### config.mk
export PLATFORM = sky130hd
export DESIGN_NAME = fdivider_prog
export DESIGN_NICKNAME = d
export VERILOG_FILES = /design/src/rtl/fdivider_prog.sv
export SDC_FILE = /design/constraint.sdc
export NUM_CORES = 1
export LEC_CHECK = 0
export CORE_MARGIN = 4
export CORE_UTILIZATION = 55
export DETAILED_ROUTE_END_ITERATION = 10
export PLACE_DENSITY = 0.81
export SLEW_MARGIN = 0
export SYNTH_ARGS = -nofsm -noshare
export SYNTH_HDL_FRONTEND = slang
export SYNTH_SLANG_ARGS = --single-unit
### constraint.sdc
create_clock -name clk -period 6.2 [get_ports clk]
set_input_delay 1.24 -clock clk [delete_from_list [all_inputs] [get_ports clk]]
set_output_delay 1.24 -clock clk [all_outputs]
set_load 0.02 [all_outputs]
### src/rtl/fdivider_prog.sv
// fdivider_prog: runtime-programmable integer divider producing a tick and square wave at f_clk/D.
// Ports:
//   clk, rst_n          clock (rising edge), asynchronous active-low reset
//   en_i                count enable
//   phase_clr_i         restart the current period (wins over en_i)
//   ld_i, div_i         load strobe and new divisor (staged until a period boundary)
//   ld_ack_o            one-cycle pulse when a staged divisor becomes active
//   div_o, cnt_o        active divisor and phase counter
//   tick_o, sq_o        one-cycle tick at cnt==D-1, square wave (low ceil(D/2), high floor(D/2))
// Optional: define FDIVIDER_PROG_ODD50_EN to stretch the high phase of odd divisors by half a cycle
// (50% duty) using a falling-edge flop.
module fdivider_prog #(
  parameter int WIDTH     = 8,
  parameter int RESET_DIV = 2
) (
  input  logic             clk,
  input  logic             rst_n,
  input  logic             en_i,
  input  logic             phase_clr_i,
  input  logic             ld_i,
  input  logic [WIDTH-1:0] div_i,
  output logic             ld_ack_o,
  output logic [WIDTH-1:0] div_o,
  output logic [WIDTH-1:0] cnt_o,
  output logic             tick_o,
  output logic             sq_o
);
  logic [WIDTH-1:0] cnt_q, cnt_d, div_q, div_d, pend_q, pend_d, src;
  logic pend_v_q, pend_v_d, tick_q, tick_d, sq_q, sq_d, ack_q, ack_d;
  logic halted, wrap, apply;
  always_comb begin
    halted   = div_q == '0;
    wrap     = en_i && !halted && cnt_q == div_q - WIDTH'(1);
    // an incoming load bypasses the slot so a load on the boundary cycle is not lost
    src      = ld_i ? div_i : pend_q;
    // a halted divider (D=0) takes a new divisor on the next edge regardless of en_i
    apply    = (ld_i || pend_v_q) && (phase_clr_i || wrap || halted);
    div_d    = apply ? src : div_q;
    pend_v_d = !apply && (ld_i || pend_v_q);
    pend_d   = ld_i ? div_i : pend_q;
    cnt_d    = (phase_clr_i || halted || wrap) ? '0 : en_i ? cnt_q + WIDTH'(1) : cnt_q;
    // outputs are decoded from the next count and next divisor so they line up with cnt_o
    tick_d   = !phase_clr_i && en_i && div_d != '0 && cnt_d == div_d - WIDTH'(1);
    sq_d     = phase_clr_i ? 1'b0 :
               en_i ? (div_d >= WIDTH'(2) && cnt_d >= div_d - (div_d >> 1)) : sq_q;
    ack_d    = apply;
  end
  always_ff @(posedge clk or negedge rst_n) begin
    if (!rst_n) begin
      cnt_q    <= '0;
      div_q    <= WIDTH'(RESET_DIV);
      pend_q   <= '0;
      pend_v_q <= 1'b0;
      tick_q   <= 1'b0;
      sq_q     <= 1'b0;
      ack_q    <= 1'b0;
    end else begin
      cnt_q    <= cnt_d;
      div_q    <= div_d;
      pend_q   <= pend_d;
      pend_v_q <= pend_v_d;
      tick_q   <= tick_d;
      sq_q     <= sq_d;
      ack_q    <= ack_d;
    end
  end
`ifdef FDIVIDER_PROG_ODD50_EN
  logic sq_n_q;
  always_ff @(negedge clk or negedge rst_n) begin
    if (!rst_n) sq_n_q <= 1'b0;
    else        sq_n_q <= sq_q;
  end
  // the half-cycle delayed copy only extends the high phase for odd D>=3
  assign sq_o = sq_q | (sq_n_q & div_q[0] & (div_q >= WIDTH'(3)));
`else
  assign sq_o = sq_q;
`endif
  assign cnt_o    = cnt_q;
  assign div_o    = div_q;
  assign tick_o   = tick_q;
  assign ld_ack_o = ack_q;
endmodule

==> impl_metrics.ini, run 1 <==
[sta]
timing.final.crit_period_ns = 5.673
totalNegativeSetupSlack_ns = 0
worst_pin_slew_ns = 1.185
finalSetupViolCount = 0
fin_crit_sh = 0.9150
fmax_mhz = 176.3
finClkSkew_ns = 0.005928
rsz0062_at_grt = false
hold_viol_final = 0
relSlewSlack = 0.2070
slew_violations = 0

[pwr]
ir_worst_vdd_uv = 160.0
leakage_nw = 1.225
pwr_density_cell_nw_per_um2 = 280.1

[yosys]
synthFlopType = dfrtp_1
synth_cell_type_count = 48
yosys_warnings = 0
syn-cell-area_um2 = 2180
synth_edf_count = 0
synth_nets = 261
async_flop_share = 1.000
yosys_register_bits = 28
syn_inst = 219
synthMuxAreaShare = 0.08209
synth_top_family_by_area = adder cells
synthSimpleGateAreaFrac = 0.1441
synth-adder-area-share = 0.1699
avgSynthCellArea_um2 = 9.952
synthXorXnorAreaFrac = 0.1470
ys_seq_area_frac = 0.3220
synth_compound_area_frac = 0.08955

[clocking]
cts_tree = yes
post-cts-setup-buffers = 0
cts_resized = 0
cts-root-buf = clkbuf_8
postCtsHoldBufs = 0
clock_sinks = 28
h-tree-depth = 1
clockBufferDepth = 2
worst_skew_pair.late_latency_ns = 0.28
numCtsBuffers = 3
path_clk_slew_ns = 0.10

[placement]
dpl_cell_area_um2 = 2556
dp.final_hpwl_mm = 3.970
placedCellCount = 298
gp_congestion = 0.8993
placement.io_buffers = 31

[finish]
antenna_cells = 0
stdcell_area_um2 = 2628
drive_above_1_share = 0.1181
final_cell_mix = clkdlybuf4s50_1 (31), ha_1 (28), dfrtp_1 (27), nor2_1 (23), xnor2_1 (23)
final_common_cell = clkdlybuf4s50_1
finalNonFillerCells = 302
n_fill_cell = 321
fin_nets = 297
area_growth_pct = 20.55

[grt]
grt_pass1_vias = 1735
antenna_found_initial = 0
grt_pass1_wl_mm = 8.190
overflow = 0
grt_max_degree = 29
grtUsageTotal = 0.2049

[worst_setup_path]
required_ns = 6.37
critPathMaxFanout = 11
startpoint_type = primary input
crit_type = primary input to flip-flop
end_kind = flip-flop
worstPathArrival_ns = 5.85

[drt]
antenna_left = 0
drt-total-wl_mm = 4.900
via_count = 1669
drcViolationCount = 0
viasPerCell = 5.526
drtIter0Drc = 81
dr.pass1.iters = 4
wl_per_cell_um = 16.23

[die]
start_util = 0.5822
dieArea_um2 = 5034
die_w_um = 70.95
core_area_um2 = 3744
die_height_um = 70.95
io_pins = 32
fp-row-count = 22

[worst_hold_path]
hp-class = flip-flop to flip-flop

[job]
cap_violations = 0

[run_status]
outcome = finished, final reports clean
per-layer routing:
metal,GRT usage,wire length (um),part of all wire,up-vias
li1,-,-,-,815
met2,0.3378,2295,0.47,45
met5,0,0,0,-
met3,0.02557,211,0.043,16
met4,0.08768,164,0.033,0
met1,0.2708,2228,0.45,793
synth_stat cells, types with 2 or more instances:
master    count  area, um^2
a21o_1        6       45.04
a21oi_1       6       30.03
and3_1        2       12.51
clkbuf_1      2       7.510
dfrtp_1      27       675.7
ha_1         28       350.3
inv_1        17       63.81
inv_2         3       11.26
mux2_2        8       90.09
mux2i_1       2       20.02
mux2i_2       5       68.82
nand2_1       6       22.52
nand3_1       3       15.01
nand4_1       3       18.77
nor2_1       23       86.33
nor2b_1       2       12.51
nor3_1        7       35.03
nor4b_1       2       17.52
o211ai_1      2       15.01
o21bai_1      2       15.01
or2_1         2       12.51
or3_1         3       18.77
xnor2_1      23       201.4
xor2_1       11       96.34
report_power, final:
part	leakage [nW]	switching, mW	internal (mW)	total [mW]
clock network	0.0357	0.0591	0.0865	0.146
registers	0.349	0.0277	0.202	0.230
logic	0.840	0.188	0.172	0.360
total	1.22	0.275	0.461	0.736
final timing paths:
check	startpoint	end	slack [ns]	depth (start not counted)
worst max-delay path	en_i	sq_o$_DFFE_PN0P_	0.53	21
worst min-delay path	sq_o$_DFFE_PN0P_	sq_o$_DFFE_PN0P_	0.51	2
worst max register to register	div_o[1]$_DFF_PN1_	sq_o$_DFFE_PN0P_	0.86	22
worst min register to register	sq_o$_DFFE_PN0P_	sq_o$_DFFE_PN0P_	0.51	2
max in group asynchronous	rst_n	div_o[1]$_DFF_PN1_	4.56	2
min in group asynchronous	rst_n	sq_o$_DFFE_PN0P_	1.33	2
final cells by class:
class	instances	area, um^2	area share
clock buffer	3	41.29	0.01571
multi-input combinational	167	1379	0.5248
sequential	28	701.9	0.2671
timing repair buffer	35	340.3	0.1295
clock inverter	1	30.03	0.01143
inverter	20	75.07	0.02857
tap	48	60.06	0.02286
through the flow:
| stage | hold slack, ns | total power [mW] | utilization | setup WS, ns |
|---|---|---|---|---|
| 6_report | 0.5083 | 0.7360 | 0.7019 | 0.5273 |
| 5_1_grt | 0.5380 | 0.7949 | 0.7019 | 0.1749 |
| 4_1_cts | 0.5098 | 0.7435 | 0.7019 | 0.5425 |
| 3_5_place_dp | 0.4873 | 0.5942 | 0.6828 | 0.2669 |
| 3_3_place_gp | 0.4786 | 0.5845 | 0.6828 | 0.4432 |
| 2_1_floorplan | 0.4717 | 0.4894 | - | 0.9481 |
cell families (layout without fill, tap and decap cells):
logic type,count (synthesis),after routing
and+or+nand+nor,61,61
xor gates and xnor gates,35,35
muxes,15,15
adders and majority gates,29,29
AOI/OAI and AO/OA,27,27
DFF,28,28
buffers and inverters,24,59
sequential cells by signal, indices dropped and copies added, names as in the netlist:
| register | count |
|---|---|
| ld_ack_o | 1 |
| cnt_o | 8 |
| tick_o | 1 |
| div_o | 8 |
| pend_q | 8 |
| pend_v_q | 1 |
| sq_o | 1 |
critical path, stage by stage:
cell             delay (ns)
clkdlybuf4s50_1        0.55
inv_1                  0.16
nor3_1                 0.07
o211ai_1               0.13
a2111oi_2              0.09
nor2_1                 0.90
nor2_1                 0.11
a21oi_1                0.23
ha_1                   0.24
inv_1                  0.06
fa_1                   0.48
inv_1                  0.04
ha_1                   0.27
a21o_1                 0.15
a21o_1                 0.16
a21o_1                 0.16
a21o_1                 0.17
a21o_1                 0.18
a21o_1                 0.17
a21oi_1                0.17
o41ai_1                0.09
(Power assumes the default switching activity.)
==> inputs of run 2 (changes only) <==
==> constraint.sdc (replaced) <==
create_clock -name clk -period 6.22 [get_ports clk]
set_input_delay 1.244 -clock clk [delete_from_list [all_inputs] [get_ports clk]]
set_output_delay 1.244 -clock clk [all_outputs]
set_load 0.02 [all_outputs]
==> run 2 against run 1 <==
Effect of this change: critical path depth increased by 1; flip-flop and latch count unchanged; global-route usage increased by 0.14 points; final area unchanged; clock-buffer cell count unchanged; die area unchanged; sequential share of layout area unchanged; critical path type unchanged.
==> impl_metrics.ini, run 2 (synthesis results as in run 1) <==
[sta]
finalSetupViolCount = 0
finClkSkew_ns = 0.005124
worst_slack_ns = 0.4522
hold_viol_final = 0
relSlewSlack = 0.2213
slew_violations = 0
totalNegativeSetupSlack_ns = 0
fin_crit_sh = 0.9273
fmax_mhz = 173.4
rsz0062_at_grt = false
worst_pin_slew_ns = 1.164
timing.final.crit_period_ns = 5.768

[worst_hold_path]
min_from = sq_o$_DFFE_PN0P_
hold_end = sq_o$_DFFE_PN0P_
whs_path_depth = 2
hp-class = flip-flop to flip-flop

[finish]
fin_nets = 297
n_fill_cell = 321
multi_input_area_um2 = 1379
seq_area_um2 = 701.9
final_cell_mix = clkdlybuf4s50_1 (31), ha_1 (28), dfrtp_1 (27), nor2_1 (23), xnor2_1 (23)
antenna_cells = 0
drive_above_1_share = 0.1181
area_growth_pct = 20.55
final_common_cell = clkdlybuf4s50_1
finalNonFillerCells = 302

[grt]
grt_max_degree = 29
grtUsageTotal = 0.2063
grt_pass1_wl_mm = 8.162
overflow = 0
grt_pass1_vias = 1656
antenna_found_initial = 0

[pwr]
p_seq_frac = 0.313
p_sw_frac = 0.3722
power.internal_mw = 0.4590
ir_worst_vdd_uv = 225.5
clkPwrFrac = 0.195
pwr-share-comb = 0.493
pwr_density_cell_nw_per_um2 = 278.3
leakage_nw = 1.225
finalPower_mw = 0.7312
power_switching_mw = 0.2721

[die]
io_pins = 32
die_w_um = 70.95
fp-row-count = 22
dieArea_um2 = 5034
core_area_um2 = 3744
die_height_um = 70.95
start_util = 0.5822

[worst_setup_path]
reg2regPathDepth = 23
startpoint_type = primary input
r2r-end = sq_o$_DFFE_PN0P_
worstPathArrival_ns = 5.94
required_ns = 6.39
rrSetupSlack_ns = 0.77
end_kind = flip-flop
critPathMaxFanout = 11
r2r-start = div_o[1]$_DFF_PN1_
crit_type = primary input to flip-flop

[drt]
via_count = 1639
antenna_left = 0
top_layer_used = met4
met2_wirelength_mm = 2.357
wl_met3_um = 260
viasPerCell = 5.427
wl_per_cell_um = 15.87
drtIter0Drc = 122
drcViolationCount = 0
drt-met1-wl_mm = 2.149
drt-total-wl_mm = 4.792
dr.pass1.iters = 4

[clocking]
postCtsHoldBufs = 0
cts-root-buf = clkbuf_8
h-tree-depth = 1
clockBufferDepth = 2
path_clk_slew_ns = 0.10
numCtsBuffers = 3
cts_resized = 0
worst_skew_pair.late_latency_ns = 0.27
post-cts-setup-buffers = 0
clock_sinks = 28
cts_tree = yes

[placement]
placedCellCount = 298
dp.final_hpwl_mm = 3.955
gp_congestion = 0.9083
place_ws_ns = 0.2696
placement.io_buffers = 31

[job]
cap_violations = 0

[run_status]
outcome = finished, final reports clean
-- run 2: worst max-delay path, cell delays in order --
cell	delay [ns]
clkdlybuf4s50_1	0.54
inv_1	0.16
nor3_1	0.07
o211ai_1	0.14
a2111oi_2	0.10
nor2_1	0.89
nor2_1	0.11
a21oi_1	0.18
buf_4	0.17
ha_1	0.19
inv_1	0.06
fa_1	0.47
inv_1	0.04
ha_1	0.26
a21o_1	0.15
a21o_1	0.17
a21o_1	0.16
a21o_1	0.17
a21o_1	0.18
a21o_1	0.17
a21oi_1	0.20
o41ai_1	0.10
-- run 2: layout make-up --
class,instances,area share
Inverter,20,0.02857
Clock inverter,1,0.01143
Timing Repair Buffer,35,0.1295
Clock buffer,3,0.01571
Sequential cell,28,0.2671
Tap cell,48,0.02286
Multi-Input combinational cell,167,0.5248
-- run 2: worst max path at each step --
| stage | from | cells after the start | slack, ns | to |
|---|---|---|---|---|
| 2_1_floorplan | en_i | 21 | 0.96 | sq_o$_DFFE_PN0P_ |
| 3_3_place_gp | en_i | 18 | 0.38 | sq_o$_DFFE_PN0P_ |
| 3_5_place_dp | en_i | 22 | 0.27 | sq_o$_DFFE_PN0P_ |
| 4_1_cts | en_i | 22 | 0.48 | sq_o$_DFFE_PN0P_ |
| 5_1_grt | en_i | 24 | 0.08 | sq_o$_DFFE_PN0P_ |
| 6_report | en_i | 22 | 0.45 | sq_o$_DFFE_PN0P_ |
-- run 2: routing by layer --
metal	vias to the layer above	global-route usage
met4	0	0.04802
met2	36	0.3429
met1	784	0.2921
met3	2	0.01847
met5	-	0
li1	817	-
-- run 2: power groups by stage --
stage / combinational, mW / clock, mW / sequential (mW)
after global placement: 0.351 / 0 / 0.231
after CTS: 0.362 / 0.145 / 0.228
after floorplan: 0.247 / 0 / 0.241
after global routing: 0.406 / 0.153 / 0.232
final: 0.360 / 0.142 / 0.229
after detailed placement: 0.358 / 0 / 0.232
-- run 2: per-stage QoR --
step | instance area [um^2] | hold WS [ns] | util
6_report | 2628 | 0.5041 | 0.7019
5_1_grt | 2628 | 0.5353 | 0.7019
4_1_cts | 2628 | 0.5067 | 0.7019
3_5_place_dp | 2556 | 0.4833 | 0.6828
3_3_place_gp | 2556 | 0.4767 | 0.6828
2_1_floorplan | 2180 | 0.4717 | -
